--- config.mk ---
export PLATFORM = sky130hd
export DESIGN_NAME = if_id_queue
export DESIGN_NICKNAME = d
export VERILOG_FILES = /design/src/rtl/if_id_pkg.sv /design/src/rtl/sync_fifo_core.sv /design/src/rtl/if_id_queue.sv
export SDC_FILE = /design/constraint.sdc
export NUM_CORES = 1
export LEC_CHECK = 0
export ABC_CLOCK_PERIOD_IN_PS = 6100
export CAP_MARGIN = 20
export CORE_ASPECT_RATIO = 0.9
export CORE_MARGIN = 3
export CORE_UTILIZATION = 55
export DETAILED_ROUTE_END_ITERATION = 16
export GPL_TIMING_DRIVEN = 0
export PLACE_DENSITY = 0.83
export SKIP_LAST_GASP = 1
export SLEW_MARGIN = 30
export SYNTH_ARGS = -nofsm -noshare
export SYNTH_HDL_FRONTEND = slang
export SYNTH_SLANG_ARGS = --single-unit
--- constraint.sdc ---
create_clock -name clk -period 6.1 [get_ports clk]
set_input_delay 1.525 -clock clk [delete_from_list [all_inputs] [get_ports clk]]
set_output_delay 1.525 -clock clk [all_outputs]
set_load 0.01 [all_outputs]
--- src/rtl/if_id_pkg.sv ---
// Shared definitions for the fetch/decode decoupling queue: entry layout,
// the empty-queue instruction and the occupancy counter width helper.
package if_id_pkg;

  localparam int XLEN = 32;
  localparam int ILEN = 32;

  // addi x0, x0, 0 -- presented to decode whenever the queue is empty
  localparam logic [31:0] NOP_INST = 32'h0000_0013;

  typedef struct packed {
    logic [XLEN-1:0] pc;
    logic [XLEN-1:0] next_pc;
    logic [ILEN-1:0] inst;
    logic            predicted_bit;
  } if_id_entry_t;

  function automatic int count_width(input int depth);
    return $clog2(depth + 1);
  endfunction

endpackage

--- src/rtl/sync_fifo_core.sv ---
// Generic WIDTH x DEPTH synchronous FIFO with combinational head read.
// Pointers wrap naturally because DEPTH is a power of two.
module sync_fifo_core
  import if_id_pkg::*;
#(
  parameter int WIDTH = 8,
  parameter int DEPTH = 4
) (
  input  logic                          clk,
  input  logic                          rst,
  input  logic                          clr,
  input  logic                          push,
  input  logic                          pop,
  input  logic [WIDTH-1:0]              wr_data,
  output logic [WIDTH-1:0]              rd_data,
  output logic                          full,
  output logic                          empty,
  output logic [count_width(DEPTH)-1:0] count
);

  localparam int AW = $clog2(DEPTH);
  localparam int CW = count_width(DEPTH);

  logic [AW-1:0]    wr_ptr_reg, wr_ptr_next;
  logic [AW-1:0]    rd_ptr_reg, rd_ptr_next;
  logic [CW-1:0]    count_reg, count_next;
  logic [WIDTH-1:0] mem [DEPTH];
  logic             do_push, do_pop;

  // Flags come from the registered count only, so a full FIFO never
  // accepts a push even when a pop happens in the same cycle.
  assign full    = (count_reg == CW'(DEPTH));
  assign empty   = (count_reg == '0);
  assign do_push = push & ~full & ~clr;
  assign do_pop  = pop & ~empty & ~clr;

  always_comb begin
    wr_ptr_next = wr_ptr_reg;
    rd_ptr_next = rd_ptr_reg;
    count_next  = count_reg;
    if (do_push) wr_ptr_next = wr_ptr_reg + AW'(1);
    if (do_pop)  rd_ptr_next = rd_ptr_reg + AW'(1);
    case ({do_push, do_pop})
      2'b10:   count_next = count_reg + CW'(1);
      2'b01:   count_next = count_reg - CW'(1);
      default: count_next = count_reg;
    endcase
  end

  always_ff @(posedge clk) begin
    if (rst || clr) begin
      wr_ptr_reg <= '0;
      rd_ptr_reg <= '0;
      count_reg  <= '0;
    end else begin
      wr_ptr_reg <= wr_ptr_next;
      rd_ptr_reg <= rd_ptr_next;
      count_reg  <= count_next;
    end
  end

  // Storage is not reset; readers mask the head while empty.
  always_ff @(posedge clk) begin
    if (do_push) mem[wr_ptr_reg] <= wr_data;
  end

  assign rd_data = mem[rd_ptr_reg];
  assign count   = count_reg;

endmodule

--- src/rtl/if_id_queue.sv ---
// Fetch/decode decoupling queue: packs fetch entries into a FIFO core,
// masks the head while empty and discards everything on flush.
module if_id_queue
  import if_id_pkg::*;
#(
  parameter int              XLEN     = 32,
  parameter int              ILEN     = 32,
  parameter int              DEPTH    = 4,
  parameter logic [ILEN-1:0] NOP_INST = ILEN'(if_id_pkg::NOP_INST)
) (
  input  logic                          clk,
  input  logic                          rst,
  input  logic                          flush,
  input  logic                          if_valid,
  output logic                          if_ready,
  input  logic [XLEN-1:0]               if_pc,
  input  logic [XLEN-1:0]               if_next_pc,
  input  logic [ILEN-1:0]               if_inst,
  input  logic                          if_predicted_bit,
  output logic                          id_valid,
  input  logic                          id_ready,
  output logic [XLEN-1:0]               id_pc,
  output logic [XLEN-1:0]               id_next_pc,
  output logic [ILEN-1:0]               id_inst,
  output logic                          id_predicted_bit,
  output logic [count_width(DEPTH)-1:0] count
);

  localparam int EW = 2 * XLEN + ILEN + 1;

  logic [EW-1:0]   wr_entry, head_entry;
  logic            full, empty;
  logic [XLEN-1:0] head_pc, head_next_pc;
  logic [ILEN-1:0] head_inst;
  logic            head_predicted_bit;

  assign wr_entry = {if_pc, if_next_pc, if_inst, if_predicted_bit};

  sync_fifo_core #(
    .WIDTH (EW),
    .DEPTH (DEPTH)
  ) u_fifo (
    .clk     (clk),
    .rst     (rst),
    .clr     (flush),
    .push    (if_valid),
    .pop     (id_ready),
    .wr_data (wr_entry),
    .rd_data (head_entry),
    .full    (full),
    .empty   (empty),
    .count   (count)
  );

  assign {head_pc, head_next_pc, head_inst, head_predicted_bit} = head_entry;

  assign if_ready = ~full;
  assign id_valid = ~empty;

  // An empty queue looks like a bubble to decode.
  always_comb begin
    id_pc            = '0;
    id_next_pc       = '0;
    id_inst          = NOP_INST;
    id_predicted_bit = 1'b0;
    if (!empty) begin
      id_pc            = head_pc;
      id_next_pc       = head_next_pc;
      id_inst          = head_inst;
      id_predicted_bit = head_predicted_bit;
    end
  end

endmodule

==> results.py <==
metrics = {
    "global_routing": {
        "met1_usage_pct": 28.6,
        "grt_pass1_wl_mm": 45.6,
        "grt_max_degree": 42,
        "grt_pass1_vias": 7775,
        "grt_usage_pct": 20.2,
        "antenna_found_initial": 0,
        "gr-total-overflow": 0,
        "grt_util_met2_pct": 33.3,
        "top_usage_layer": "met2",
        "met3_usage_pct": 4.16,
    },
    "worst_setup_path": {
        "criticalPathCategory": "reg2out",
        "r2r-end": "u_fifo.count[2]",
        "r2r_start": "u_fifo.count[2]",
        "worstPathRequired_ns": 4.58,
        "cp_max_fo": 10,
        "cpMostUsedCell": "clkbuf_1",
        "crit_start": "u_fifo.count[0]",
        "critical_path.endpoint_type": "output port",
        "cp-start-kind": "register",
        "cpPeakStageDelay_ns": 0.63,
        "ff2ff_setup_slack_ns": 3.63,
        "worstPathArrival_ns": 3.18,
        "crit_chain": "nor3_2 > inv_1 > clkbuf_1 > clkbuf_1 > and2_1 > clkdlybuf4s50_1",
        "r2r_cells": 10,
        "crit_slowest_cell": "clkbuf_1",
    },
    "synthesis": {
        "syn_avg_cell_area_sq_um": 22.5,
        "synth-edff-count": 388,
        "ys_seq_area_share_pct": 78.2,
        "synth-async-reset-ratio_pct": 0,
        "synth_area_sq_um": 15100,
        "netlist_instances": 671,
        "syn_nets": 779,
        "ys_ff_latch": 397,
        "ys_types": 27,
        "yosys_most_used_dff": "edfxtp_1",
        "yosys_warnings": 0,
    },
    "route": {
        "drtIter0Drc": 614,
        "dr.pass1.iters": 5,
        "wl_per_cell_um": 22.8,
        "drc": 0,
        "wl_mm": 29.6,
        "detail_route.vias_per_cell": 5.63,
        "drtAntennaViolNets": 0,
        "vias": 7308,
    },
    "cts": {
        "clock_sinks": 397,
        "postCtsResizedCells": 0,
        "root_buffer": "clkbuf_16",
        "cts_tree": "built",
        "clockBufferDepth": 3,
        "htree_levels": 2,
        "insertion_delay_ns": 0.51,
        "path_clk_slew_ns": 0.06,
        "hold_buffers": 0,
        "cts_setup_buffers": 0,
        "cts_buffers": 39,
    },
    "min_path": {
        "whs_path_depth": 2,
        "min_path_type": "reg2reg",
        "hp-start": "u_fifo.rd_ptr_reg[1]",
    },
    "status": {
        "status": "finished clean",
    },
    "floorplan": {
        "die_y_um": 163,
        "rows": 56,
        "ios": 204,
        "die_area_sq_um": 29500,
        "start_util_pct": 56.9,
        "die_x_um": 181,
        "fp.coreArea_sq_um": 26600,
    },
    "placed_design": {
        "place.gp.congestion": 0.717,
        "port_buffers": 203,
        "dpl.hpwl_mm": 18.8,
    },
    "finish": {
        "synthToLayoutAreaGrowth_pct": 25.7,
        "layout_common_cells": "edfxtp_1 (388), clkdlybuf4s50_1 (203), mux4_2 (97)",
        "drive_above_1_share_pct": 18.9,
        "largest_register_ffs": 388,
        "final_common_cell": "edfxtp_1",
        "layout.nets": 1032,
    },
    "sta": {
        "period_share_pct": 77.1,
        "setup_viol": 0,
        "slew_headroom_pct": 48.3,
        "period_needed_ns": 4.70,
        "fmax_ghz": 0.213,
        "timing.setup.tns_ns": 0,
        "rsz0062_at_grt": "false",
        "fin_skew_ns": 0.0131,
        "slew_viol_final": 0,
        "tightestPinTransition_ns": 0.776,
        "hold_viol_final": 0,
        "hold-worst-slack_ns": 0.497,
    },
    "job": {
        "drv_cap": 0,
    },
    "power_and_ir_drop": {
        "sequentialPowerShare_pct": 54.6,
        "p_sw_mw": 1.06,
        "total_power_mw": 5.57,
        "p_leak_nw": 6.01,
        "combPwrFrac_pct": 4.6,
        "power.density_nw_per_um2": 293,
        "internal_power_mw": 4.52,
        "max-vdd-ir-drop_v": 0.000257,
        "sw_frac_of_total_pct": 19.0,
        "clock_power_share_pct": 40.7,
    },
}
worst max-delay path by stage:
stage | end
CTS | id_inst[12]
global placement | u_fifo.mem[0][79]
global route | id_inst[29]
finish | id_inst[18]
floorplan | u_fifo.mem[0][0]
detailed placement | id_inst[12]
area by class of cell:
class,count,area (sq um)
inverter,7,26.3
fill,1574,7540
buffer,34,195
timing repair buffer,212,2230
multi-input combinational,233,3090
clock inverter,20,198
sequential,397,11800
tap,348,435
antenna,1,2.50
clock buffer,46,1000
power groups by stage:
stage / sequential (mW) / clock, mW / combinational [mW]
floorplan: 3.10 / 0 / 0.0928
global placement: 3.11 / 0 / 0.245
detailed placement: 3.10 / 0 / 0.259
CTS: 3.04 / 2.32 / 0.261
global route: 3.05 / 2.42 / 0.277
finish: 3.04 / 2.27 / 0.258
layer usage:
layer,routed length (um),part of all wire (%),vias to the layer above
met4,508,1.7,0
li1,-,-,3233
met5,0,0,-
met1,12100,41,3736
met3,2290,7.7,48
met2,14700,50,291
per-stage QoR:
| step | setup WS (ns) | instances | instance area, sq um | utilization (%) |
|---|---|---|---|---|
| 2_1_floorplan | 1.47 | 671 | 15100 | - |
| 3_3_place_gp | -0.790 | 1222 | 17600 | 66.2 |
| 3_5_place_dp | 1.86 | 1231 | 17800 | 67.1 |
| 4_1_cts | 1.29 | 1297 | 19000 | 71.6 |
| 5_1_grt | 1.14 | 1297 | 19000 | 71.6 |
| 6_report | 1.40 | 1298 | 19000 | 71.6 |
Yosys cell counts, types with 2 or more instances:
| cell type | n | area [sq um] |
|---|---|---|
| xor2_1 | 3 | 26.3 |
| clkbuf_1 | 17 | 63.8 |
| buf_8 | 4 | 60.1 |
| edfxtp_1 | 388 | 11700 |
| or2_1 | 3 | 18.8 |
| a21oi_1 | 4 | 20.0 |
| or3_1 | 2 | 12.5 |
| o31ai_1 | 2 | 15.0 |
| nor2_1 | 7 | 26.3 |
| and3_1 | 4 | 25.0 |
| inv_1 | 7 | 26.3 |
| o21ai_0 | 2 | 10.0 |
| ha_1 | 5 | 62.6 |
| mux4_2 | 97 | 2180 |
| dfxtp_1 | 9 | 180 |
| and2_1 | 95 | 594 |
| buf_2 | 12 | 60.1 |
logic make-up (layout without fill, tap and decap cells):
family	count (synthesis)	in the layout	share of synthesized area, %
AO/OA/AOI/OAI	9	9	0.348
other	0	1	0
multiplexers	97	97	14.4
adder cells (fa/ha/maj)	6	6	0.546
flip-flops	397	397	78.2
buffers and inverters	41	319	1.46
XOR/XNOR	3	3	0.174
AND/OR/NAND/NOR	118	118	4.78
critical path, delay by kind of cell, from the launching register on:
family	cells	cell delay, ns
flip-flops	1	0.44
buffers and inverters	4	1.84
AND/OR/NAND/NOR	2	0.37
Note: power is estimated with default switching activity, not from simulation.
